**src/rtl/nic_defs.sv**
```systemverilog
// Shared constants, types and helpers for the CCI-P tx flow scheduler.
package nic_defs;

  localparam int unsigned LMAX_CCIP_BATCH = 2;
  localparam int unsigned NL_W            = LMAX_CCIP_BATCH + 1;

  typedef enum logic [1:0] {
    SIdle,
    SScan,
    SOffer,
    SBusy
  } sched_state_t;

  // log2 batch size -> line count; encodings above 2 saturate at 4 lines
  function automatic logic [NL_W-1:0] batch_lines(input logic [LMAX_CCIP_BATCH-1:0] l_size);
    case (l_size)
      LMAX_CCIP_BATCH'(0): return NL_W'(1);
      LMAX_CCIP_BATCH'(1): return NL_W'(2);
      default:             return NL_W'(4);
    endcase
  endfunction

  // Largest power of two not exceeding min(occ, batch)
  function automatic logic [NL_W-1:0] flush_lines(input int unsigned occ,
                                                  input logic [NL_W-1:0] batch);
    int unsigned m;
    m = (occ < 32'(batch)) ? occ : 32'(batch);
    if (m >= 32'd4)      return NL_W'(4);
    else if (m >= 32'd2) return NL_W'(2);
    else                 return NL_W'(1);
  endfunction

endpackage

```
**src/rtl/rr_priority_select.sv**
```systemverilog
// Rotating priority search over requests 0..limit, starting just after ptr.
module rr_priority_select #(
  parameter int unsigned W = 1
) (
  input  logic [2**W-1:0] req,
  input  logic [W-1:0]    ptr,
  input  logic [W-1:0]    limit,
  output logic [W-1:0]    winner,
  output logic            valid
);

  localparam int unsigned N = 2**W;

  logic [W-1:0] first;
  logic [N-1:0] lim_mask;
  logic [N-1:0] from_mask;
  logic [N-1:0] req_lim;
  logic [N-1:0] req_hi;
  logic [N-1:0] pick;
  logic [N-1:0] onehot;

  // Pointer at or past the limit wraps the search back to flow 0
  assign first = (ptr >= limit) ? '0 : ptr + W'(1);

  always_comb begin
    lim_mask  = '0;
    from_mask = '0;
    for (int unsigned i = 0; i < N; i++) begin
      lim_mask[i]  = (W'(i) <= limit);
      from_mask[i] = (W'(i) >= first);
    end
    req_lim = req & lim_mask;
    req_hi  = req_lim & from_mask;
    pick    = (|req_hi) ? req_hi : req_lim;
    onehot  = pick & (~pick + N'(1));
    winner  = '0;
    for (int unsigned i = 0; i < N; i++) begin
      if (onehot[i]) winner = winner | W'(i);
    end
    valid = |req_lim;
  end

endmodule

```
**src/rtl/ccip_tx_flow_scheduler.sv**
```systemverilog
// Round-robin selector of the next flow allowed to emit a batched WRLINE_I burst,
// with idle-timeout flushing of partial batches and c1 almost-full gating.
module ccip_tx_flow_scheduler
  import nic_defs::*;
#(
  parameter int          NIC_ID            = 0,
  parameter int unsigned LMAX_NUM_OF_FLOWS = 1,
  parameter int unsigned LTX_FIFO_DEPTH    = 3,
  parameter int unsigned LTIMEOUT          = 16
) (
  input  logic                                                   clk,
  input  logic                                                   reset,
  input  logic                                                   start,
  input  logic [LMAX_NUM_OF_FLOWS-1:0]                           number_of_flows,
  input  logic [LMAX_CCIP_BATCH-1:0]                             l_tx_batch_size,
  input  logic [LTIMEOUT-1:0]                                    flush_timeout,
  input  logic [(2**LMAX_NUM_OF_FLOWS)*(LTX_FIFO_DEPTH+1)-1:0]   flow_occ,
  input  logic                                                   sRx_c1TxAlmFull,
  output logic                                                   grant_valid,
  input  logic                                                   grant_ready,
  output logic [LMAX_NUM_OF_FLOWS-1:0]                           grant_flow_id,
  output logic [LMAX_CCIP_BATCH:0]                               grant_num_lines,
  output logic                                                   grant_flush,
  input  logic                                                   tx_done,
  output logic [31:0]                                            flush_cnt_out
);

  localparam int unsigned MAX_FLOWS = 2**LMAX_NUM_OF_FLOWS;
  localparam int unsigned OCC_W     = LTX_FIFO_DEPTH + 1;
  localparam int unsigned FW        = LMAX_NUM_OF_FLOWS;

  if (LMAX_NUM_OF_FLOWS < 1 || LTIMEOUT < 1 || NIC_ID < 0) begin : g_param_check
    $error("ccip_tx_flow_scheduler NIC %0d: unsupported parameters", NIC_ID);
  end

  sched_state_t      state;
  logic [FW-1:0]     rr_ptr;
  logic [OCC_W-1:0]  occ [MAX_FLOWS];
  logic [LTIMEOUT-1:0] age [MAX_FLOWS];
  logic [MAX_FLOWS-1:0] active;
  logic [MAX_FLOWS-1:0] req_full;
  logic [MAX_FLOWS-1:0] req_flush;
  logic [NL_W-1:0]   batch;
  logic [NL_W-1:0]   flush_len;
  logic [FW-1:0]     full_idx;
  logic [FW-1:0]     flush_idx;
  logic              full_valid;
  logic              flush_valid;
  logic              accept;

  assign batch  = batch_lines(l_tx_batch_size);
  assign accept = (state == SOffer) && grant_ready;

  // Per-flow eligibility for a full batch or a timeout flush
  always_comb begin
    for (int unsigned i = 0; i < MAX_FLOWS; i++) begin
      occ[i]       = flow_occ[i*OCC_W +: OCC_W];
      active[i]    = (FW'(i) <= number_of_flows);
      req_full[i]  = active[i] && (32'(occ[i]) >= 32'(batch));
      req_flush[i] = active[i] && (occ[i] != '0) && (flush_timeout != '0) &&
                     (age[i] >= flush_timeout);
    end
  end

  rr_priority_select #(.W(FW)) u_full_sel (
    .req    (req_full),
    .ptr    (rr_ptr),
    .limit  (number_of_flows),
    .winner (full_idx),
    .valid  (full_valid)
  );

  rr_priority_select #(.W(FW)) u_flush_sel (
    .req    (req_flush),
    .ptr    (rr_ptr),
    .limit  (number_of_flows),
    .winner (flush_idx),
    .valid  (flush_valid)
  );

  assign flush_len = flush_lines(32'(occ[flush_idx]), batch);

  // Idle age per flow; inactive or empty flows and just-granted flows restart at 0
  always_ff @(posedge clk) begin
    for (int unsigned i = 0; i < MAX_FLOWS; i++) begin
      if (reset || !active[i] || (occ[i] == '0) || (accept && (grant_flow_id == FW'(i)))) begin
        age[i] <= '0;
      end else if (age[i] != '1) begin
        age[i] <= age[i] + LTIMEOUT'(1);
      end
    end
  end

  // Scheduler FSM with registered grant outputs
  always_ff @(posedge clk) begin
    if (reset) begin
      state           <= SIdle;
      rr_ptr          <= FW'(MAX_FLOWS - 1);
      grant_valid     <= 1'b0;
      grant_flow_id   <= '0;
      grant_num_lines <= NL_W'(1);
      grant_flush     <= 1'b0;
      flush_cnt_out   <= '0;
    end else begin
      case (state)
        SIdle: begin
          if (start) state <= SScan;
        end
        SScan: begin
          if (!start) begin
            state <= SIdle;
          end else if (!sRx_c1TxAlmFull && (full_valid || flush_valid)) begin
            state       <= SOffer;
            grant_valid <= 1'b1;
            if (full_valid) begin
              grant_flow_id   <= full_idx;
              grant_num_lines <= batch;
              grant_flush     <= 1'b0;
            end else begin
              grant_flow_id   <= flush_idx;
              grant_num_lines <= flush_len;
              grant_flush     <= 1'b1;
            end
          end
        end
        SOffer: begin
          if (grant_ready) begin
            state       <= SBusy;
            grant_valid <= 1'b0;
            rr_ptr      <= grant_flow_id;
            if (grant_flush && (flush_cnt_out != '1)) flush_cnt_out <= flush_cnt_out + 32'd1;
          end
        end
        SBusy: begin
          if (tx_done) state <= SScan;
        end
        default: state <= SIdle;
      endcase
    end
  end

endmodule

```
**config.mk**
```make
export PLATFORM = sky130hd
export DESIGN_NAME = ccip_tx_flow_scheduler
export DESIGN_NICKNAME = d
export VERILOG_FILES = /design/src/rtl/nic_defs.sv /design/src/rtl/rr_priority_select.sv /design/src/rtl/ccip_tx_flow_scheduler.sv
export SDC_FILE = /design/constraint.sdc
export NUM_CORES = 1
export LEC_CHECK = 0
export ABC_AREA = 0
export CAP_MARGIN = 10
export CELL_PAD_IN_SITES_DETAIL_PLACEMENT = 2
export CELL_PAD_IN_SITES_GLOBAL_PLACEMENT = 2
export CORE_MARGIN = 3
export CORE_UTILIZATION = 30
export CTS_CLUSTER_DIAMETER = 100
export DETAILED_ROUTE_END_ITERATION = 10
export GPL_TIMING_DRIVEN = 0
export PLACE_DENSITY_LB_ADDON = 0.1
export SYNTH_ARGS = -nofsm -noshare
export SYNTH_HDL_FRONTEND = slang
export SYNTH_SLANG_ARGS = --single-unit
export TNS_END_PERCENT = 50
```
**constraint.sdc**
```tcl
create_clock -name clk -period 4.98 [get_ports clk]
set_input_delay 0.498 -clock clk [delete_from_list [all_inputs] [get_ports clk]]
set_output_delay 0.498 -clock clk [all_outputs]
set_load 0.03 [all_outputs]
```
# Word level (Yosys, flattened, before mapping)
# Memory sizes are Yosys's and may differ from the RTL's.
# Index checks and enable logic that the tools add are counted.
# classes
addsub	6
mul	0
div	0
magnitude_cmp	13
eq_ne	13
shifts	0
muxes	37
bitwise	12
n_reduce_logical	40
# ops
cell	n
$add A16 B1 Y16 const B	2
$add A32 B1 Y32 const B	1
$ge A16 B16 Y1	2
$mux W16	2
$ne A16 B16 Y1 const B	2
$ne A32 B32 Y1 const B	1
$mux W1	18
$mux W2	8
$mux W4	4
$reduce_bool A16 Y1	1
$logic_and A1 B1 Y1	13
$and A2 B2 Y2	6
$ne A2 B2 Y1 const B	5
$ge A4 B3 Y1	2
$logic_not A4 Y1	2
$pmux W2 S4	1
$reduce_and A4 Y1	2
$reduce_bool A4 Y1	2
$reduce_or A2 Y1	4
$logic_or A1 B1 Y1	7
$mux W3	2
$pmux W3 S2	1
$reduce_and A3 Y1	2
$add A2 B1 Y2 const B	2
other kinds (20)	29
# totals
register_bits	41
latchBits	0
mem_bits_rw	32
rom_bits	0
in_bits	33
wordCells	129
mem_count	1
# mem_list
name	depth	width	read_ports	rd_ports_with_merged_regs	write_ports	line	text
age	2	16	2	0	2	ccip_tx_flow_scheduler.sv:39	logic [LTIMEOUT-1:0] age [MAX_FLOWS];

# Logic depth before layout (Yosys ltp)
# Gate-level depths: netlist of run 1.
# logic_depth
depth_word	22
mapped_depth	15

# Hierarchy
# Synthesis of run 1 repeated with hierarchy kept, for this count alone.
# unflattened
hier_cells	544
area_unflattened_um2	4853.4
# by_module_without_submodules
module	instances	cells_each	area_per_inst_um2	seq_area_each_um2
ccip_tx_flow_scheduler	1	538	4815.9	1781.7
rr_priority_select	2	3	18.8	0.0

# Worst setup path after synthesis of run 1
# Ideal clock, no wire load.
# synth_timing
kind	input-to-reg
start	input flush_timeout[7]
end	register grant_num_lines[2]
setup_time_ns	0.112
t_arrival_ns	3.704
slack_ns	1.164
stages	14
n_path_buf	1
path_cell_list	inv_1 ha_1 a21oi_1 a211oi_1 or2_2 o31ai_2 nor2b_4 buf_6 mux2_1 ha_1 or4b_2 o211ai_2 a211oi_1 a2111oi_1
# synth_between
elab_chain_len	20
elab_cells_between_ends	28
# synth_rtl
element	line	text
start, declared	ccip_tx_flow_scheduler.sv:16	input logic [LTIMEOUT-1:0] flush_timeout,
branches (longest 3 deep; another with $ge A16 B16 Y1)	-	
$and A2 B2 Y2 *	rr_priority_select.sv:32	req_lim = req & lim_mask;
$and A2 B2 Y2	rr_priority_select.sv:33	req_hi = req_lim & from_mask;
$reduce_or A2 Y1	rr_priority_select.sv:34	pick = (|req_hi) ? req_hi : req_lim;
$mux W2	rr_priority_select.sv:34	
$not A2 Y2	rr_priority_select.sv:35	onehot = pick & (~pick + N'(1));
$add A2 B1 Y2	rr_priority_select.sv:35	
$and A2 B2 Y2	rr_priority_select.sv:35	
$mux W1	rr_priority_select.sv:38	if (onehot[i]) winner = winner | W'(i);
$not A1 Y2 (implied by the code)	ccip_tx_flow_scheduler.sv:81	assign flush_len = flush_lines(32'(occ[flush_idx]), batch);
$mux W4 (implied by the code) (3 in series)	ccip_tx_flow_scheduler.sv:81	
$lt A4 B3 Y1	nic_defs.sv:27	m = (occ < 32'(batch)) ? occ : 32'(batch);
$mux W4	nic_defs.sv:27	
$ge A4 B3 Y1	nic_defs.sv:28	if (m >= 32'd4) return NL_W'(4);
$mux W3	nic_defs.sv:28	
$mux W3	ccip_tx_flow_scheduler.sv:115	if (full_valid) begin
end signal, assigned	ccip_tx_flow_scheduler.sv:117	grant_num_lines <= batch;
end signal, assigned	ccip_tx_flow_scheduler.sv:121	grant_num_lines <= flush_len;
end, declared	ccip_tx_flow_scheduler.sv:22	output logic [LMAX_CCIP_BATCH:0] grant_num_lines,
# Mark *: on every way between the ends. The select of a mux whose other input is x is not followed.
# A chain may end at the register's enable or synchronous reset.

# Final worst setup path of run 1
# Same ends and word-level chain as after synthesis.

==> run metrics, run 1 <==
status finished, final reports clean; detailed route wirelength on metal2 roughly 7300 microns; row count 45; setup tns final 0 ps; Synth Area per Inst 9.00 sq um; minimum clock period roughly 4500 ps; final hold slack 464 ps; critical path fanouts, max 7; Startpoint Class input port; unrepaired setup endpoints after global routing no; Hold Crit Class flop to flop; cts repair resizes 0; XOR/XNOR Fraction of Synth Area under 10%; Clock Skew between 10 and 15 ps; via count 4,135; post-detailed-route via-to-cell ratio 5.00; area of the mapped netlist 4790 sq um; Routed Antenna Nets 0; clock sinks 73; drt wl/cell 17.4 microns; Initial Util 31.0%; Root Buffer clkbuf_16; Leak Pwr between 0.002 and 0.0025 uW; largest family of logic cells by synthesized area simple AND/OR/NAND/NOR gates; highest metal used met4; Distinct cells, synth 60; Worst slew margin 47.6%; Max Cap Violations 0; Max H-tree Level 3; Ant. Diodes 0; Max Slew Vio Count 0; Setup Viol. Count Final 0; wire length on met3 346 microns; overall routed net length 14,400 microns; CP Capture Type flop; GPL Wtd Cong 0.752; Die Ht 132 microns; # DRC 0; Peak Freq between 0.2 and 0.25 GHz; initial detailed-routing violation count between 100 and 150; commonest non-fill, non-tap cells in the layout 73 x nor2_1, 68 x clkdlybuf4s50_1, 47 x ha_1, 41 x dfxtp_1, 37 x inv_1; P per Cell Area 236 nW/um^2; post-synthesis mux area share between 1.5 and 2%; port bufs 68; Post-Synth Adder-Cell Area 12.3%; worst slack, placed 150 ps; endpoints failing hold 0; Worst-path clk slew 50 ps; first-pass GRT wire length around 24,000 microns; Clock Tree Buf Depth 2; worst-margin pin slew 786 ps; most common cell after layout, fill and taps aside nor2_1; asr flop ratio synth 0%; I/O pin count 71; Yosys warning count 0; Die X approximately 130 microns; hold_buf cts 0; critical path class input port to flop; ys flop type dfxtp_1; number of global-route vias before repair between 4,000 and 5,000; dpl hpwl between 10,000 and 15,000 microns; GRT Util Overall between 10% and 20%; count of flip-flops with a built-in enable after synthesis 32; Worst-Skew Late Latency approximately 350 ps; Overflow after GRT 0; WP data arrival 4670 ps; first-pass detailed-route iteration total 4; Post-CTS Setup Bufs 0; die area 17,500 sq um; Mapped Cells 532; simple-gate portion of the synthesized area 24.2%; Max VDD drop 0.149 mV; Seq cells post-synth 73; Routed met1 length between 6000 and 7000 microns; CTS tree yes; syn nets 612; final net count 691; core area between 15,000 and 20,000 sq um; synth-to-layout area growth 25.8%; fillcell total 1,762; CTS buffer count 9; final total power 1420 uW; share of cells above drive strength 1 under 10%; antenna violations before repair 0; Worst EP required 5160 ps; fin crit share 90.1%; Synth Area in Compound Gates 11.8%; largest net degree at the start of global routing 17; setup ws final 495 ps; register area share after synthesis a little under two fifths
==> state kept, by name, indices dropped and copies added, names as in the netlist <==
name             count
grant_num_lines      3
state                2
age                 32
rr_ptr               1
grant_valid          1
grant_flow_id        1
flush_cnt_out       32
grant_flush          1
==> report_power, final <==
| part | internal [uW] | total (uW) | switching, uW |
|---|---|---|---|
| Clock | 370 | 640 | 270 |
| Sequential | 627 | 634 | 7.10 |
| Combinational | 65.7 | 145 | 79.7 |
==> cells in the mapped netlist (2+ instances only) <==
| master | number | share of area [%] |
|---|---|---|
| nand2_1 | 33 | 2.6 |
| clkbuf_1 | 14 | 1.1 |
| a211oi_1 | 4 | 0.63 |
| edfxtp_1 | 32 | 20 |
| dfxtp_1 | 41 | 17 |
| mux2i_1 | 4 | 0.84 |
| and3_1 | 21 | 2.7 |
| a41oi_1 | 2 | 0.37 |
| ha_1 | 47 | 12 |
| nor4_1 | 7 | 0.91 |
| a21oi_1 | 25 | 2.6 |
| xor2_1 | 29 | 5.3 |
| or3_1 | 14 | 1.8 |
| nor3_1 | 7 | 0.73 |
| xnor2_1 | 18 | 3.3 |
| a311o_1 | 2 | 0.42 |
| o21a_1 | 2 | 0.31 |
| o21ai_0 | 17 | 1.8 |
| nand3_1 | 26 | 2.7 |
| o31ai_1 | 2 | 0.31 |
| nor2_1 | 73 | 5.7 |
| or2_2 | 3 | 0.39 |
| nand4_1 | 13 | 1.7 |
| inv_1 | 37 | 2.9 |
| a221oi_1 | 2 | 0.37 |
| nand2b_1 | 8 | 1.0 |
| and4_1 | 5 | 0.91 |
| a21o_1 | 5 | 0.78 |
| a211o_1 | 3 | 0.55 |
| o2111ai_1 | 2 | 0.37 |
| nor2b_1 | 5 | 0.65 |
==> path summary, 6_finish.rpt <==
check                     startpoint  slack, ps            endpoint  cells past startpoint
hold reg to reg   grant_num_lines[2]        460  grant_num_lines[2]                      2
hold / removal    grant_num_lines[2]        460  grant_num_lines[2]                      2
setup / recovery    flush_timeout[7]        490  grant_num_lines[2]                     15
setup reg to reg           age[1][2]        720  grant_num_lines[2]                     13
==> critical path, stage by stage <==
cell	delay (ps)
clkdlybuf4s50_1	490
inv_1	80
ha_1	350
a21oi_1	180
a211oi_1	100
or2_2	300
o31ai_2	330
nor2b_4	210
buf_6	140
mux2_1	360
ha_1	240
or4b_2	660
o211ai_2	270
nor4bb_1	370
a2111oi_1	100
==> layout make-up <==
| type | count | area, sq um | area share (%) |
|---|---|---|---|
| multi-input combinational | 406 | 2800 | 46.5 |
| sequential | 73 | 1780 | 29.6 |
| timing repair buffer | 68 | 681 | 11.3 |
| tap | 211 | 264 | 4.38 |
| clock buffer | 11 | 254 | 4.22 |
| inverter | 37 | 139 | 2.31 |
| buffer | 16 | 68.8 | 1.14 |
| clock inverter | 5 | 36.3 | 0.602 |
==> per-stage QoR <==
stage | area (sq um) | instances | util [%]
global route | 6020 | 827 | 39.1
finish | 6020 | 827 | 39.1
detailed placement | 5730 | 811 | 37.2
CTS | 6020 | 827 | 39.1
global placement | 5730 | 811 | 37.2
floorplan | 4790 | 532 | -
==> logic make-up after synthesis <==
kind of cell | count (synthesis)
flip-flops | 73
XOR/XNOR | 47
buffers and inverters | 53
AND/OR/NAND/NOR | 225
multiplexers | 7
adder cells (fa/ha/maj) | 47
AO/OA/AOI/OAI | 80
==> per-layer routing <==
layer,GRT usage (%),vias up
met5,0,-
met4,3.81,0
met3,4.01,8
met2,29.6,39
met1,21.2,2042
li1,-,2046
Power figures use the tool's default switching activity.
==> run 2: changes to the inputs <==
- SKIP_CTS_REPAIR_TIMING: default -> 1
==> results of run 2 <==
No change in the layout: final DEF, timing and power equal those of run 1.
==> run 3: changes to the inputs <==
- CORE_ASPECT_RATIO: default -> 0.5
==> run metrics, run 3 (synthesis gave the netlist of run 1 again) <==
status finished, final reports clean (unchanged); Clock Tree Buf Depth 2 (unchanged); Die X 185 microns (was 132 microns); largest net degree at the start of global routing 17 (unchanged); # DRC 0 (unchanged); Startpoint Class input port (unchanged); Crit-path slowest cell or4b_2 (unchanged); number of global-route vias before repair 4,544 (was 4,577); first-pass GRT wire length 23,600 microns (was 23,900 microns); Worst EP required 5190 ps (was 5160 ps); Routed Antenna Nets 0 (unchanged); Max VDD drop 0.131 mV (was 0.149 mV); setup tns final 0 ps (unchanged); CP Capture Type flop (unchanged); sequential share of power 42.4% (was 44.7%); Die Ht 95.3 microns (was 132 microns); P per Cell Area 248 nW/um^2 (was 236 nW/um^2); post-detailed-route via-to-cell ratio 5.12 (was 5.00); first-pass detailed-route iteration total 4 (unchanged); Worst slew margin 43.5% (was 47.6%); critical path, cell by cell clkdlybuf4s50_1 > inv_1 > ha_1 > a21o_1 > a221oi_1 > o2111ai_1 > o21ai_2 > nor2b_4 > buf_6 > mux2_1 > ha_1 > or4b_2 > o211ai_2 > a211oi_1 > a2111oi_1 (was clkdlybuf4s50_1 > inv_1 > ha_1 > a21oi_1 > a211oi_1 > or2_2 > o31ai_2 > nor2b_4 > buf_6 > mux2_1 > ha_1 > or4b_2 > o211ai_2 > nor4bb_1 > a2111oi_1); Reg area 1780 sq um (unchanged); most common cell after layout, fill and taps aside nor2_1 (unchanged); Hold Crit Class flop to flop (unchanged); critical path launch point flush_timeout[2] (was flush_timeout[7]); unrepaired setup endpoints after global routing no (unchanged); CP most frequent cell ha_1 (unchanged); Peak Freq 0.220 GHz (was 0.223 GHz); I/O pin count 71 (unchanged); Initial Util 31.9% (was 31.0%); Leak Pwr 0.00238 uW (was 0.00236 uW); initial detailed-routing violation count 109 (was 112); Combinational Power Share 9.6% (was 10.2%); Max Slew Vio Count 0 (unchanged); critical hold path startpoint grant_num_lines[2] (unchanged); final net count 691 (unchanged); WP data arrival 4750 ps (was 4670 ps); Ant. Diodes 0 (unchanged); Clk pwr share 48.0% (was 45.1%); commonest non-fill, non-tap cells in the layout 73 x nor2_1, 68 x clkdlybuf4s50_1, 47 x ha_1, 41 x dfxtp_1, 37 x inv_1 (unchanged); critical path fanouts, max 7 (unchanged); cell family with most CP delay compound AO/OA/AOI/OAI gates (was simple AND/OR/NAND/NOR gates); WP buf/inv 3 (unchanged); core area 15,000 sq um (was 15,400 sq um); via count 4,163 (was 4,135); port bufs 68 (unchanged); CTS buffer count 9 (unchanged); Worst-Skew Late Latency 340 ps (was 350 ps); share of cells above drive strength 1 5.53% (was 5.52%); minimum clock period 4540 ps (was 4490 ps); row count 31 (was 45); largest registers age: 32 flops, flush_cnt_out: 32 flops, grant_num_lines: 3 flops (unchanged); Max Cap Violations 0 (unchanged); die area 17,600 sq um (was 17,500 sq um); endpoints failing hold 0 (unchanged); worst slack, placed 140 ps (was 150 ps); Root Buffer clkbuf_16 (unchanged); clock sinks 73 (unchanged); overall routed net length 13,900 microns (was 14,400 microns); synth-to-layout area growth 26.0% (was 25.8%); Clock Skew 12.6 ps (was 11.1 ps); dpl hpwl 10,700 microns (was 11,400 microns); worst-margin pin slew 847 ps (was 786 ps); fillcell total 1,659 (was 1,762); multi-input logic area 2800 sq um (unchanged); CTS tree yes (unchanged); net switching power 355 uW (was 357 uW); Setup Viol. Count Final 0 (unchanged); Sw Share 23.7% (was 25.1%); CP max stage delay 650 ps (was 660 ps); critical path class input port to flop (unchanged); GRT Util Overall 16.8% (was 16.9%); Overflow after GRT 0 (unchanged); GPL Wtd Cong 0.806 (was 0.752); Worst-path clk slew 60 ps (was 50 ps); internal power 1140 uW (was 1060 uW); drt wl/cell 17.1 microns (was 17.4 microns); Max H-tree Level 3 (unchanged); reg2reg start age[1][2] (unchanged); antenna violations before repair 0 (unchanged); setup ws final 442 ps (was 495 ps); fin crit share 91.1% (was 90.1%)
[run 3: changes by cell type in the layout (fill, tap and decap cells not counted)]
cell / previous run / this run
bufinv_16: 0 / 2
clkbuf_1: 15 / 14
clkbuf_16: 10 / 9
clkbuf_8: 0 / 1
clkinv_4: 1 / 0
clkinvlp_4: 1 / 0
inv_4: 1 / 2
inv_6: 1 / 0
[run 3: cell type report]
class                   instances  share of cell area [%]
multi-input cells             406                    46.4
inverters                      37                    2.30
plain buffers                  16                    1.14
clock buffers                  10                    3.96
clock inverters                 5                    1.29
flip-flops and latches         73                    29.5
well taps                     198                    4.11
repair buffers                 68                    11.3
[run 3: worst paths after layout]
kind                         to  slack, ps  depth (start not counted)
max          grant_num_lines[2]        440                         15
max reg2reg  grant_num_lines[2]        620                         13
min          grant_num_lines[2]        480                          2
min reg2reg  grant_num_lines[2]        480                          2
[run 3: per-layer routing]
layer,share of wire [%],vias up,GRT usage [%],routed length (microns)
met4,0.77,0,3.18,107
met2,47,53,28.9,6540
met5,0,-,0,0
met3,3.0,10,3.51,415
li1,-,2059,-,-
met1,49,2041,22.3,6870
[run 3: tightest hold or removal path: cells and delay by family (launching register included)]
family / cells / cell delay [ps]
buf+inv: 1 / 50
flops: 1 / 310
compound gates: 1 / 60
[run 3: power by group through the flow]
stage | combinational, uW | sequential, uW | clock [uW]
floorplan | 78.7 | 650 | 0
global placement | 141 | 648 | 0
detailed placement | 145 | 648 | 0
CTS | 147 | 635 | 739
global route | 164 | 636 | 756
finish | 144 | 635 | 720
[run 3: through the flow]
stage	hold WS (ps)	power, uW	area (sq um)	utilization (%)	instances
global route	508	1560	6030	40.2	813
global placement	460	789	5720	38.1	798
finish	481	1500	6030	40.2	813
CTS	485	1520	6030	40.2	813
floorplan	436	729	4790	-	532
detailed placement	472	793	5720	38.1	798
